<file path="config.mk">
export PLATFORM = sky130hd
export DESIGN_NAME = dmem_arbiter
export DESIGN_NICKNAME = d
export VERILOG_FILES = /design/src/rtl/dmem_arb_pkg.sv /design/src/rtl/dmem_arbiter_rr_pick2.sv /design/src/rtl/dmem_arbiter.sv
export SDC_FILE = /design/constraint.sdc
export NUM_CORES = 1
export LEC_CHECK = 0
export ABC_AREA = 1
export BUFFER_PORTS_ARGS = -buffer_cell sky130_fd_sc_hd__buf_4
export CORE_AREA = 4 4 104 106
export DETAILED_ROUTE_END_ITERATION = 7
export DIE_AREA = 0 0 108 110
export GPL_TIMING_DRIVEN = 0
export PLACE_DENSITY = 0.7
export SYNTH_ARGS = -nofsm -noshare
export SYNTH_HDL_FRONTEND = slang
export SYNTH_SLANG_ARGS = --single-unit
</file>
<file path="constraint.sdc">
create_clock -name clk -period 1.05 [get_ports clk]
set_clock_uncertainty 0.15 [all_clocks]
set_input_delay 0.0525 -clock clk [delete_from_list [all_inputs] [get_ports clk]]
set_output_delay 0.0525 -clock clk [all_outputs]
set_load 0.05 [all_outputs]
</file>
<file path="src/rtl/dmem_arb_pkg.sv">
// Shared types and constants for the data-memory arbiter.
package dmem_arb_pkg;

    localparam int DATA_W_DEF = 32;
    localparam int ADDR_W_DEF = 7;

    localparam logic PORT_CORE = 1'b0;
    localparam logic PORT_DBG  = 1'b1;

    typedef enum logic [1:0] {
        IDLE   = 2'd0,
        ACCESS = 2'd1,
        RESP   = 2'd2
    } state_t;

endpackage

</file>
<file path="src/rtl/dmem_arbiter_rr_pick2.sv">
// Two-way requester pick; round-robin when DMEM_ARB_RR_EN is defined, else core-first fixed priority.
module rr_pick2
    import dmem_arb_pkg::*;
(
    input  logic [1:0] req,
`ifdef DMEM_ARB_RR_EN
    input  logic       last_winner,
`endif
    output logic       winner
);

    always_comb begin
`ifdef DMEM_ARB_RR_EN
        if (req[PORT_CORE] && req[PORT_DBG]) begin
            winner = ~last_winner;
        end else begin
            winner = req[PORT_DBG] ? PORT_DBG : PORT_CORE;
        end
`else
        winner = req[PORT_CORE] ? PORT_CORE : PORT_DBG;
`endif
    end

endmodule

</file>
<file path="src/rtl/dmem_arbiter.sv">
// Core/debug arbiter for the single-ported data memory; one access in flight at a time.
// Tie-break is round-robin when DMEM_ARB_RR_EN is defined, otherwise the core wins ties.
module dmem_arbiter
    import dmem_arb_pkg::*;
#(
    parameter int DATA_W = DATA_W_DEF,
    parameter int ADDR_W = ADDR_W_DEF
) (
    input  logic              clk,
    input  logic              rst,
    input  logic              core_req,
    input  logic              core_we,
    input  logic [31:0]       core_addr,
    input  logic [DATA_W-1:0] core_wdata,
    output logic              core_gnt,
    output logic              core_rvalid,
    output logic [DATA_W-1:0] core_rdata,
    input  logic              dbg_req,
    input  logic              dbg_we,
    input  logic [31:0]       dbg_addr,
    input  logic [DATA_W-1:0] dbg_wdata,
    output logic              dbg_gnt,
    output logic              dbg_rvalid,
    output logic [DATA_W-1:0] dbg_rdata,
    output logic              mem_en,
    output logic              mem_we,
    output logic [ADDR_W-1:0] mem_addr,
    output logic [DATA_W-1:0] mem_wdata,
    input  logic [DATA_W-1:0] mem_rdata,
    output logic              busy
);

    state_t              state, state_d;
    logic                owner_q;
    logic                we_q;
    logic [ADDR_W-1:0]   addr_q;
    logic [DATA_W-1:0]   wdata_q;
    logic                winner;
    logic                arb;

    // Byte offset and bits above the memory index are ignored by design.
    logic unused_addr_bits;
    assign unused_addr_bits = ^{core_addr[31:ADDR_W+2], core_addr[1:0],
                                dbg_addr[31:ADDR_W+2],  dbg_addr[1:0]};

    assign arb = ((state == IDLE) || (state == RESP)) && (core_req || dbg_req);

`ifdef DMEM_ARB_RR_EN
    logic last_winner;

    rr_pick2 u_pick (
        .req         ({dbg_req, core_req}),
        .last_winner (last_winner),
        .winner      (winner)
    );

    always_ff @(posedge clk or negedge rst) begin
        if (!rst) begin
            last_winner <= PORT_DBG;
        end else if (arb) begin
            last_winner <= winner;
        end
    end
`else
    rr_pick2 u_pick (
        .req    ({dbg_req, core_req}),
        .winner (winner)
    );
`endif

    always_ff @(posedge clk or negedge rst) begin
        if (!rst) begin
            state   <= IDLE;
            owner_q <= PORT_CORE;
            we_q    <= 1'b0;
            addr_q  <= '0;
            wdata_q <= '0;
        end else begin
            state <= state_d;
            if (arb) begin
                owner_q <= winner;
                if (winner == PORT_DBG) begin
                    we_q    <= dbg_we;
                    addr_q  <= dbg_addr[ADDR_W+1:2];
                    wdata_q <= dbg_wdata;
                end else begin
                    we_q    <= core_we;
                    addr_q  <= core_addr[ADDR_W+1:2];
                    wdata_q <= core_wdata;
                end
            end
        end
    end

    always_comb begin
        state_d = state;
        case (state)
            IDLE:    if (arb) state_d = ACCESS;
            ACCESS:  state_d = RESP;
            RESP:    state_d = arb ? ACCESS : IDLE;
            default: state_d = IDLE;
        endcase
    end

    always_comb begin
        mem_en      = 1'b0;
        mem_we      = 1'b0;
        mem_addr    = '0;
        mem_wdata   = '0;
        core_gnt    = 1'b0;
        dbg_gnt     = 1'b0;
        core_rvalid = 1'b0;
        dbg_rvalid  = 1'b0;
        core_rdata  = '0;
        dbg_rdata   = '0;
        busy        = (state != IDLE);
        if (state == ACCESS) begin
            mem_en    = 1'b1;
            mem_we    = we_q;
            mem_addr  = addr_q;
            mem_wdata = wdata_q;
            core_gnt  = (owner_q == PORT_CORE);
            dbg_gnt   = (owner_q == PORT_DBG);
        end else if (state == RESP) begin
            if (owner_q == PORT_CORE) begin
                core_rvalid = 1'b1;
                core_rdata  = we_q ? '0 : mem_rdata;
            end else begin
                dbg_rvalid = 1'b1;
                dbg_rdata  = we_q ? '0 : mem_rdata;
            end
        end
    end

endmodule

</file>
==> flow_summary.json, run 1 <==
{
  "failed_checks": "negative setup slack",
  "sinks_on_clock_net": 43,
  "postLayoutCoreUtil_pct": 81.3,
  "cts-htree-levels": 2,
  "areaGrowthSynthToFinish_pct": 172,
  "final-max-slew-violation-count": 0,
  "irDropWorstVdd_mv": 0.778,
  "final-hold-violation-count": 0,
  "postSynthNetCount": 676,
  "portBuffers": 224,
  "root_buffer_master": "sky130_fd_sc_hd__clkbuf_8",
  "synthMostInstantiatedCell": "sky130_fd_sc_hd__nand2_1",
  "floorplan.io_pins": 276,
  "final.fill_count": 512,
  "core.rowCount": 36,
  "clock_pin_slew_of_the_registers_on_the_worst_case_setup_and_hold_paths_ns": 0.09,
  "synth_seq_area_share_pct": 36.8,
  "floorplan.die.height_um": 110,
  "cts_max_path_buffers": 2,
  "core_area_mm2": 0.00977,
  "route.detailed.drc": 0,
  "hold_class": "input pin to flip-flop",
  "postSynth.topFlopCell": "sky130_fd_sc_hd__dfrtp_1",
  "gpl.final_weighted_congestion": 0.799,
  "worst_slack_ns": -0.681,
  "cp.arrival_ns": 1.82,
  "post-route-min-period_ns": 1.73,
  "gr-total-overflow": 0,
  "cts_made_buffers": 5,
  "path_class": "flip-flop to flip-flop",
  "avgRoutedWirePerCell_um": 16.6,
  "drt_iter0_markers": 228,
  "layout.nets": 1026,
  "synth_area_mm2": 0.00293,
  "synth.lib_cells_used.distinct": 13,
  "power.density_cell_area_mw_per_mm2": 1120,
  "synth.largest_area_cell": "sky130_fd_sc_hd__dfrtp_1",
  "die-area_mm2": 0.0119,
  "p_leak_nw": 3.88,
  "drive_gt1_share_pct": 52.4,
  "tritoncts": "built",
  "wire_length_of_the_first_global_routing_pass_um": 24500,
  "avg_synthesized_cell_area_um2": 5.74,
  "post_route_clock_period_utilization_pct": 165,
  "timing_worst_slew_pin_value_ns": 0.571,
  "dieWidth_um": 108,
  "synth.ff_latch_count": 43,
  "detailroute.via_count": 4606,
  "grt_pass1_vias": 5004,
  "drtAntennaViolNets": 0,
  "synth_top_area_share_pct": 36.8,
  "setup-violations-final": 153,
  "initial_utilization_pct": 29.9,
  "route.detailed.vias_per_inst": 4.63,
  "maxCapViolCount": 0,
  "ys.warnings.count": 0,
  "synth_common_cells": "sky130_fd_sc_hd__nand2_1 (278), sky130_fd_sc_hd__nor2_1 (108), sky130_fd_sc_hd__inv_1 (46)",
  "cp.required_ns": 1.14,
  "grt_antenna_before_repair": 0,
  "ffs_w_async_s_r_synth_pct": 100,
  "dr.pass1.iters": 4,
  "grt_setup_unrepaired": "yes",
  "syn-instance-count": 510,
  "totalWireLength_um": 16500,
  "clock_latency_ns": 0.30,
  "critical_path_peak_fanout": 7,
  "fmax_ghz": 0.578,
  "largest_net_degree_at_the_start_of_global_routing": 44,
  "outcome": "complete, but fails checks",
  "edff_count_synth": 0,
  "slew_headroom_pct": 61.9,
  "setup.worst_path.start_class": "flip-flop",
  "p_total_mw": 8.93,
  "critPathCaptureType": "flip-flop",
  "grt_usage_pct": 26.2,
  "num_antenna_cells": 0,
  "ys_top_cells_by_area": "sky130_fd_sc_hd__dfrtp_1 (37%), sky130_fd_sc_hd__nand2_1 (36%), sky130_fd_sc_hd__nor2_1 (14%)",
  "detailed_placer_s_ending_hpwl_um": 9130
}
## metal layers
metal	routed length (um)	vias up	track usage, %
met5	0	-	0
met4	442	0	9.56
met3	1380	39	7.28
met2	8980	238	51.7
met1	5740	2163	25.9
li1	-	2166	-
## worst paths after layout
path                            from     endpoint  slack [ns]  cells past startpoint
hold reg to reg            addr_q[1]    addr_q[1]        0.33                      2
min in group asynchronous        rst  wdata_q[13]        0.14                      2
setup reg to reg            state[0]  wdata_q[16]       -0.68                      8
hold / removal               dbg_req    addr_q[3]        0.08                      5
setup / recovery            state[0]  wdata_q[16]       -0.68                      8
max in group asynchronous        rst     state[0]        0.19                      2
## cells by family after synthesis
logic type,count (synthesis),synth area share (%)
flip-flops,43,36.8
AO/OA/AOI/OAI,1,0.299
buffers and inverters,78,12.9
AND/OR/NAND/NOR,388,50.1
## stage by stage
step | cell area [um^2] | std cells | setup TNS, ns | worst slack [ns] | hold WS (ns)
finish | 7950 | 994 | -93.08 | -0.681 | 0.0817
global route | 7950 | 994 | -100.76 | -0.732 | 0.0745
CTS | 7720 | 989 | -89.80 | -0.674 | 0.0663
detailed placement | 5660 | 867 | -48.65 | -0.490 | -0.0686
global placement | 5660 | 867 | -46.61 | -0.475 | -0.0721
floorplan | 3810 | 510 | -33.69 | -0.315 | -0.393
## layout by cell type, fill, tap and decap left out
master and n:
sky130_fd_sc_hd__nand2_8 1, sky130_fd_sc_hd__inv_2 2, sky130_fd_sc_hd__bufbuf_16 1, sky130_fd_sc_hd__dlygate4sd3_1 82
sky130_fd_sc_hd__nand2_2 30, sky130_fd_sc_hd__buf_8 57, sky130_fd_sc_hd__nor2_1 1, sky130_fd_sc_hd__buf_6 71
sky130_fd_sc_hd__clkbuf_16 1, sky130_fd_sc_hd__clkinvlp_4 3, sky130_fd_sc_hd__o21ai_4 2, sky130_fd_sc_hd__buf_12 19
sky130_fd_sc_hd__nor2_2 6, sky130_fd_sc_hd__clkbuf_1 1, sky130_fd_sc_hd__buf_2 9, sky130_fd_sc_hd__clkbuf_8 8
sky130_fd_sc_hd__nand2_1 244, sky130_fd_sc_hd__buf_4 127, sky130_fd_sc_hd__inv_1 40, sky130_fd_sc_hd__dfrtp_2 2
sky130_fd_sc_hd__inv_4 2, sky130_fd_sc_hd__dfrtp_1 41, sky130_fd_sc_hd__nand3_1 1, sky130_fd_sc_hd__nor2_4 102
sky130_fd_sc_hd__inv_6 1, sky130_fd_sc_hd__nand2_4 4, sky130_fd_sc_hd__buf_16 3
## registers in the layout, summed over array words and instances (netlist names)
register / flops
owner_q: 1
addr_q: 7
wdata_q: 32
state: 2
we_q: 1
## critical path, cell delays in order, from the launching register on
cell	delay (ns)
sky130_fd_sc_hd__dfrtp_2	0.46
sky130_fd_sc_hd__buf_4	0.15
sky130_fd_sc_hd__buf_6	0.11
sky130_fd_sc_hd__buf_4	0.14
sky130_fd_sc_hd__nor2_4	0.14
sky130_fd_sc_hd__buf_12	0.14
sky130_fd_sc_hd__bufbuf_16	0.25
sky130_fd_sc_hd__nand2_1	0.06
sky130_fd_sc_hd__nand2_1	0.07
## layout make-up
cell class	instances	area [um^2]	share of cell area [%]
plain buffers	28	339	4.26
clock buffers	8	100	1.26
inverters	48	201	2.53
multi-input cells	391	2400	30.1
flip-flops and latches	43	1080	13.6
well taps	133	166	2.09
repair buffers	343	3670	46.2
## repair_timing
item / in CTS / in global routing
endpoints found under the hold margin: 84 / 0
setup buffers: 18 / 8
hold buffers: 82 / 0
gates resized for setup: 201 / 58
setup endpoints to repair: 152 / 153
pin swaps: 6 / 18
gates cloned: 14 / 1
## power breakdown
part	total [mW]	switching [mW]	leakage, nW	internal (mW)
clock network	1.19	0.586	0.0515	0.602
logic	5.56	3.18	3.30	2.38
registers	2.18	0.226	0.531	1.96
total	8.93	3.99	3.88	4.94
Note: power is estimated with default switching activity, not from simulation.
==> run 2, diff against run 1 <==
==> constraint.sdc (replaced) <==
create_clock -name clk -period 1.58 [get_ports clk]
set_clock_uncertainty 0.15 [all_clocks]
set_input_delay 0.079 -clock clk [delete_from_list [all_inputs] [get_ports clk]]
set_output_delay 0.079 -clock clk [all_outputs]
set_load 0.05 [all_outputs]
==> run 2 against run 1 <==
  * Largest power group unchanged
  * The run still ends with negative setup slack left
  * Count of clock-buffer cells in the layout fell by 2
  * Via count is 7.1% lower
  * Global-route usage down 3.9 points
  * Design area fell by 17%
  * First-iteration DRC count fell by 6.1%
  * Flip-flop and latch count unchanged
==> flow_summary.json, run 2 (synthesized netlist as in run 1, its figures left out) <==
{
  "core_area_mm2": 0.00977,
  "root_buffer_master": "sky130_fd_sc_hd__clkbuf_8",
  "cts-htree-levels": 2,
  "detailed_placer_s_ending_hpwl_um": 9200,
  "drtAntennaViolNets": 0,
  "areaGrowthSynthToFinish_pct": 127,
  "multi_input_comb_area_mm2": 0.00180,
  "gr-total-overflow": 0,
  "grt_pass1_vias": 4514,
  "floorplan.io_pins": 276,
  "drt_iter0_markers": 214,
  "wl_met3_um": 1060,
  "wl_met1_um": 4870,
  "floorplan.die.height_um": 110,
  "largest_net_degree_at_the_start_of_global_routing": 44,
  "portBuffers": 224,
  "failed_checks": "negative setup slack",
  "cts_made_buffers": 5,
  "grt_usage_pct": 22.3,
  "final_cell_count_no_fill": 963,
  "cts_max_path_buffers": 2,
  "final_cell_area_mm2": 0.00663,
  "route.detailed.drc": 0,
  "post_route_clock_period_utilization_pct": 108,
  "p_total_mw": 5.15,
  "place_area_mm2": 0.00487,
  "timing_worst_slew_pin_value_ns": 0.568,
  "worst_slack_ns": -0.134,
  "mostFrequentLayoutCell": "sky130_fd_sc_hd__nand2_1",
  "whs_ns": 0.0980,
  "power.density_cell_area_mw_per_mm2": 777,
  "sinks_on_clock_net": 43,
  "timing.hold.worst_path_depth": 4,
  "final.fill_count": 755,
  "clock_pin_slew_of_the_registers_on_the_worst_case_setup_and_hold_paths_ns": 0.08,
  "slew_headroom_pct": 62.2,
  "drive_gt1_share_pct": 45.4,
  "layout.cells.most_common_list": "sky130_fd_sc_hd__nand2_1 (274), sky130_fd_sc_hd__buf_4 (123), sky130_fd_sc_hd__buf_6 (119)",
  "setup-violations-final": 83,
  "initial_utilization_pct": 29.9,
  "timing.hold.worst_endpoint": "wdata_q[8]",
  "met2WireLength_um": 7470,
  "num_antenna_cells": 0,
  "rrSetupSlack_ns": 0.12,
  "seq_area_mm2": 0.00108,
  "grt_antenna_before_repair": 0,
  "maxCapViolCount": 0,
  "final-hold-violation-count": 0,
  "hold_class": "input pin to flip-flop",
  "path_class": "flip-flop to primary output",
  "layout.nets": 995,
  "avgRoutedWirePerCell_um": 14.4,
  "die-area_mm2": 0.0119,
  "core.rowCount": 36,
  "clock_latency_ns": 0.29,
  "highest_layer": "met4",
  "detailroute.via_count": 4281,
  "route.detailed.vias_per_inst": 4.45,
  "setup.worst_path.start_class": "flip-flop",
  "gpl.final_weighted_congestion": 0.829,
  "totalWireLength_um": 13800,
  "grt_setup_unrepaired": "yes",
  "min_from": "core_req",
  "irDropWorstVdd_mv": 0.430,
  "outcome": "complete, but fails checks",
  "largest_register_ffs": 32,
  "timing.rr.end": "addr_q[3]",
  "fmax_ghz": 0.583,
  "postLayoutCoreUtil_pct": 67.9,
  "cp.required_ns": 1.35,
  "registers_with_the_most_flip_flops": "wdata_q (32), addr_q (7), state (2)",
  "pre_cts_ws_ns": -0.0477,
  "dr.pass1.iters": 4,
  "dieWidth_um": 108,
  "largest-register": "wdata_q",
  "cp.arrival_ns": 1.49,
  "ff2ff_path_depth": 7,
  "wire_length_of_the_first_global_routing_pass_um": 21100,
  "critical_path_peak_fanout": 10,
  "setup-tns-final_ns": -6.31,
  "tritoncts": "built",
  "dp.cells": 867,
  "r2r_start": "state[0]",
  "final-max-slew-violation-count": 0,
  "p_leak_nw": 3.58,
  "critPathCaptureType": "primary output",
  "post-route-min-period_ns": 1.71
}
## run 2: area by class of cell
class / instances / share of cell area, %
tap: 133 / 2.51
clock inverter: 2 / 0.528
multi-input combinational: 389 / 27.1
sequential: 43 / 16.3
clock buffer: 6 / 1.24
timing repair buffer: 312 / 45.0
inverter: 48 / 2.79
buffer: 30 / 4.62
## run 2: critical path: stages (launching register included)
cell and delay (ns):
sky130_fd_sc_hd__dfrtp_2 0.43, sky130_fd_sc_hd__nor2_4 0.18, sky130_fd_sc_hd__nand2_4 0.11, sky130_fd_sc_hd__buf_6 0.17, sky130_fd_sc_hd__nor2_2 0.12, sky130_fd_sc_hd__buf_6 0.18
## run 2: how the worst max path moves through the flow
stage               depth (start not counted)  startpoint  slack (ns)             end
floorplan                                   4        we_q       -0.17  core_rdata[22]
global placement                            4    state[0]       -0.04    mem_wdata[3]
detailed placement                          4    state[0]       -0.05    mem_wdata[4]
CTS                                         5    state[0]       -0.10  core_rdata[11]
global route                                5    state[0]       -0.18  core_rdata[29]
finish                                      5    state[0]       -0.13  core_rdata[29]
## run 2: power by group
group | internal, mW | switching, mW
clock | 0.512 | 0.382
combinational | 1.15 | 1.69
sequential | 1.30 | 0.121
## run 2: what timing repair did
| action | CTS | global route |
|---|---|---|
| buffers inserted | 3 | 2 |
| pin swaps | 3 | 1 |
| hold endpoints to repair | 84 | 0 |
| gates resized for setup | 202 | 25 |
| gates cloned | 0 | 1 |
| endpoints found under the setup margin | 109 | 110 |
| hold buffers | 82 | 0 |
## run 2: per-layer routing
layer  track usage [%]  vias up
li1                  -     2108
met1              21.5     1960
met2              44.9      180
met3              5.53       33
met4              8.66        0
met5                 0        -
==> run 3, diff against run 2 <==
--- a/config.mk
+++ b/config.mk
@@ -7,11 +7,12 @@
 export LEC_CHECK = 0
 export ABC_AREA = 1
 export BUFFER_PORTS_ARGS = -buffer_cell sky130_fd_sc_hd__buf_4
-export CORE_AREA = 4 4 104 106
+export CORE_AREA = 4 4 106 108
 export DETAILED_ROUTE_END_ITERATION = 7
-export DIE_AREA = 0 0 108 110
+export DIE_AREA = 0 0 110 112
 export GPL_TIMING_DRIVEN = 0
-export PLACE_DENSITY = 0.7
+export PLACE_DENSITY = 0.67
 export SYNTH_ARGS = -nofsm -noshare
 export SYNTH_HDL_FRONTEND = slang
+export SYNTH_HIERARCHICAL = 1
 export SYNTH_SLANG_ARGS = --single-unit
==> run 3 against run 2 <==
  * The flow still finishes with violations (negative setup slack)
  * Maximum frequency shrank 0.59%
  * Register-to-register slack is essentially flat
  * Design area grew 1.4%
  * Global-route usage shrank 2.6 points
  * Largest cell class unchanged
==> flow_summary.json, run 3 <==
{
  "critical_path.n_buffers_inverters": 2,
  "totalWireLength_um": 13000,
  "avg_synthesized_cell_area_um2": 5.62,
  "setup-violations-final": 103,
  "p_total_mw": 5.21,
  "gr-total-overflow": 0,
  "registers_with_the_most_flip_flops": "wdata_q (32), addr_q (7), state (2)",
  "avgRoutedWirePerCell_um": 13.4,
  "synth_area_mm2": 0.00289,
  "grt_usage_pct": 19.6,
  "p_int_mw": 3.00,
  "worst_slack_ns": -0.144,
  "core_area_mm2": 0.0102,
  "power.switching_mw": 2.21,
  "timing.critical_path.slowest_stage_cell": "sky130_fd_sc_hd__dfrtp_2",
  "place_area_mm2": 0.00484,
  "largest-register": "wdata_q",
  "core.rowCount": 37,
  "detailroute.via_count": 4235,
  "timing.hold.worst_path_depth": 5,
  "cp_top_family": "flip-flops",
  "cp.required_ns": 1.35,
  "synth_seq_area_share_pct": 37.2,
  "dr.pass1.iters": 5,
  "tritoncts": "built",
  "grt_setup_unrepaired": "yes",
  "final-hold-violation-count": 0,
  "final-max-slew-violation-count": 0,
  "path_common_cell": "sky130_fd_sc_hd__buf_6",
  "route.detailed.drc": 0,
  "timing_worst_slew_pin_value_ns": 0.554,
  "synth.largest_area_cell": "sky130_fd_sc_hd__dfrtp_1",
  "cts_made_buffers": 5,
  "post-route-min-period_ns": 1.72,
  "cp.arrival_ns": 1.50,
  "root_buffer_master": "sky130_fd_sc_hd__clkbuf_8",
  "clock_pin_slew_of_the_registers_on_the_worst_case_setup_and_hold_paths_ns": 0.08,
  "timing.hold.worst_endpoint": "wdata_q[9]",
  "mostFrequentLayoutCell": "sky130_fd_sc_hd__nand2_1",
  "setup.worst_path.start_class": "flip-flop",
  "longest_individual_stage_delay_on_the_worst_path_ns": 0.44,
  "p_leak_nw": 3.64,
  "largest_net_degree_at_the_start_of_global_routing": 44,
  "clock_latency_ns": 0.29,
  "timing.rr.end": "wdata_q[20]",
  "floorplan.die.height_um": 112,
  "outcome": "complete, but fails checks",
  "route.detailed.vias_per_inst": 4.34,
  "path_class": "flip-flop to primary output",
  "synth_top_area_share_pct": 37.2,
  "combinationalPowerShare_pct": 55.5,
  "ff2ff_path_depth": 5,
  "post_route_clock_period_utilization_pct": 109,
  "portBuffers": 225,
  "die-area_mm2": 0.0123,
  "ys.warnings.count": 6,
  "grt_pass1_vias": 4197,
  "failed_checks": "negative setup slack",
  "ffs_w_async_s_r_synth_pct": 100,
  "num_antenna_cells": 0,
  "drtAntennaViolNets": 0,
  "grt_antenna_before_repair": 0,
  "cts_max_path_buffers": 2,
  "crit_chain": "nor2_4 -> nand2_4 -> buf_6 -> nor2_2 -> buf_6",
  "maxCapViolCount": 0,
  "synth.ff_latch_count": 43,
  "layout.cells.most_common_list": "sky130_fd_sc_hd__nand2_1 (275), sky130_fd_sc_hd__buf_4 (122), sky130_fd_sc_hd__buf_6 (109)",
  "dieWidth_um": 110,
  "critical_path_peak_fanout": 10,
  "drive_gt1_share_pct": 45.3,
  "initial_utilization_pct": 28.2,
  "largest_register_ffs": 32,
  "synth_common_cells": "sky130_fd_sc_hd__nand2_1 (279), sky130_fd_sc_hd__nor2_1 (108), sky130_fd_sc_hd__inv_1 (50)",
  "clock_power_share_pct": 17.3,
  "min_from": "core_req",
  "critPathCaptureType": "primary output",
  "synth.lib_cells_used.distinct": 9,
  "rrSetupSlack_ns": 0.12,
  "setup-tns-final_ns": -7.75,
  "postLayoutCoreUtil_pct": 65.7,
  "cts-htree-levels": 2,
  "sequentialPowerShare_pct": 27.2,
  "final_cell_area_mm2": 0.00673,
  "power.density_cell_area_mw_per_mm2": 775,
  "floorplan.io_pins": 276,
  "r2r_start": "state[0]",
  "detailed_placer_s_ending_hpwl_um": 8950,
  "syn-instance-count": 514,
  "edff_count_synth": 0,
  "irDropWorstVdd_mv": 0.447,
  "synthMostInstantiatedCell": "sky130_fd_sc_hd__nand2_1",
  "sinks_on_clock_net": 43,
  "wire_length_of_the_first_global_routing_pass_um": 19400,
  "areaGrowthSynthToFinish_pct": 133,
  "drt_iter0_markers": 179,
  "postSynthNetCount": 680,
  "ys_top_cells_by_area": "sky130_fd_sc_hd__dfrtp_1 (37%), sky130_fd_sc_hd__nand2_1 (36%), sky130_fd_sc_hd__nor2_1 (14%)",
  "fmax_ghz": 0.580,
  "switching_share_pct": 42.4,
  "slew_headroom_pct": 63.1,
  "hold_class": "input pin to flip-flop",
  "gpl.final_weighted_congestion": 0.779,
  "layout.nets": 1004,
  "postSynth.topFlopCell": "sky130_fd_sc_hd__dfrtp_1"
}
==> run 3: kinds of logic after synthesis <==
group           after synthesis  share of synthesized area, %
simple gates                389                          50.6
buf+inv                      81                          11.8
compound gates                1                         0.303
flops                        43                          37.2
==> run 3: layout make-up <==
type	count	area (um^2)
Fill cell	846	3510
Timing Repair Buffer	317	3100
Multi-Input combinational cell	390	1800
Sequential cell	43	1080
Buffer	30	260
Inverter	51	194
Tap cell	136	170
Clock buffer	6	82.6
Clock inverter	2	35.0
==> run 3: worst max-delay path by stage <==
| stage | start | end | slack, ns | cells past startpoint |
|---|---|---|---|---|
| 4_1_cts | state[0] | dbg_rdata[28] | -0.10 | 5 |
| 3_5_place_dp | state[0] | mem_en | -0.04 | 4 |
| 3_3_place_gp | state[0] | mem_en | -0.04 | 4 |
| 5_1_grt | state[0] | core_rdata[6] | -0.20 | 5 |
| 6_report | state[0] | core_rdata[6] | -0.14 | 5 |
| 2_1_floorplan | state[0] | core_rdata[22] | -0.13 | 4 |
==> run 3: metrics by stage <==
stage                     instances  hold slack [ns]  setup WS, ns
final                           975           0.0767        -0.144
after global routing            975            0.138        -0.205
after CTS                       971           0.0761        -0.102
after detailed placement        875          -0.0388       -0.0362
after global placement          875          -0.0428       -0.0395
after floorplan                 514           -0.367        -0.128
==> run 3: layer usage <==
layer / global-route usage [%] / vias up / wire length [um]
met5: 0 / - / 0
met4: 4.99 / 0 / 215
met3: 5.33 / 19 / 1090
met2: 38.6 / 167 / 7250
met1: 19.6 / 1931 / 4490
li1: - / 2118 / -
==> run 3: power groups by stage <==
| stage | logic (mW) | clock network (mW) | registers (mW) |
|---|---|---|---|
| after floorplan | 1.45 | 0 | 1.40 |
| after global placement | 2.17 | 0 | 1.42 |
| after detailed placement | 2.19 | 0 | 1.43 |
| after CTS | 2.60 | 0.915 | 1.41 |
| after global routing | 3.11 | 0.962 | 1.44 |
| final | 2.89 | 0.900 | 1.42 |
==> run 3: what timing repair did <==
action,CTS,global route
pin swaps,2,2
setup endpoints to repair,109,112
setup buffers,4,0
cloned,0,4
gates resized for setup,133,101
hold buffers,84,0
endpoints found under the hold margin,84,0
==> run 3: worst min-delay path, stage by stage <==
cell                      delay, ns
sky130_fd_sc_hd__buf_4         0.12
sky130_fd_sc_hd__nor2_1        0.10
sky130_fd_sc_hd__nor2_2        0.08
sky130_fd_sc_hd__nand2_1       0.06
sky130_fd_sc_hd__nand2_1       0.04
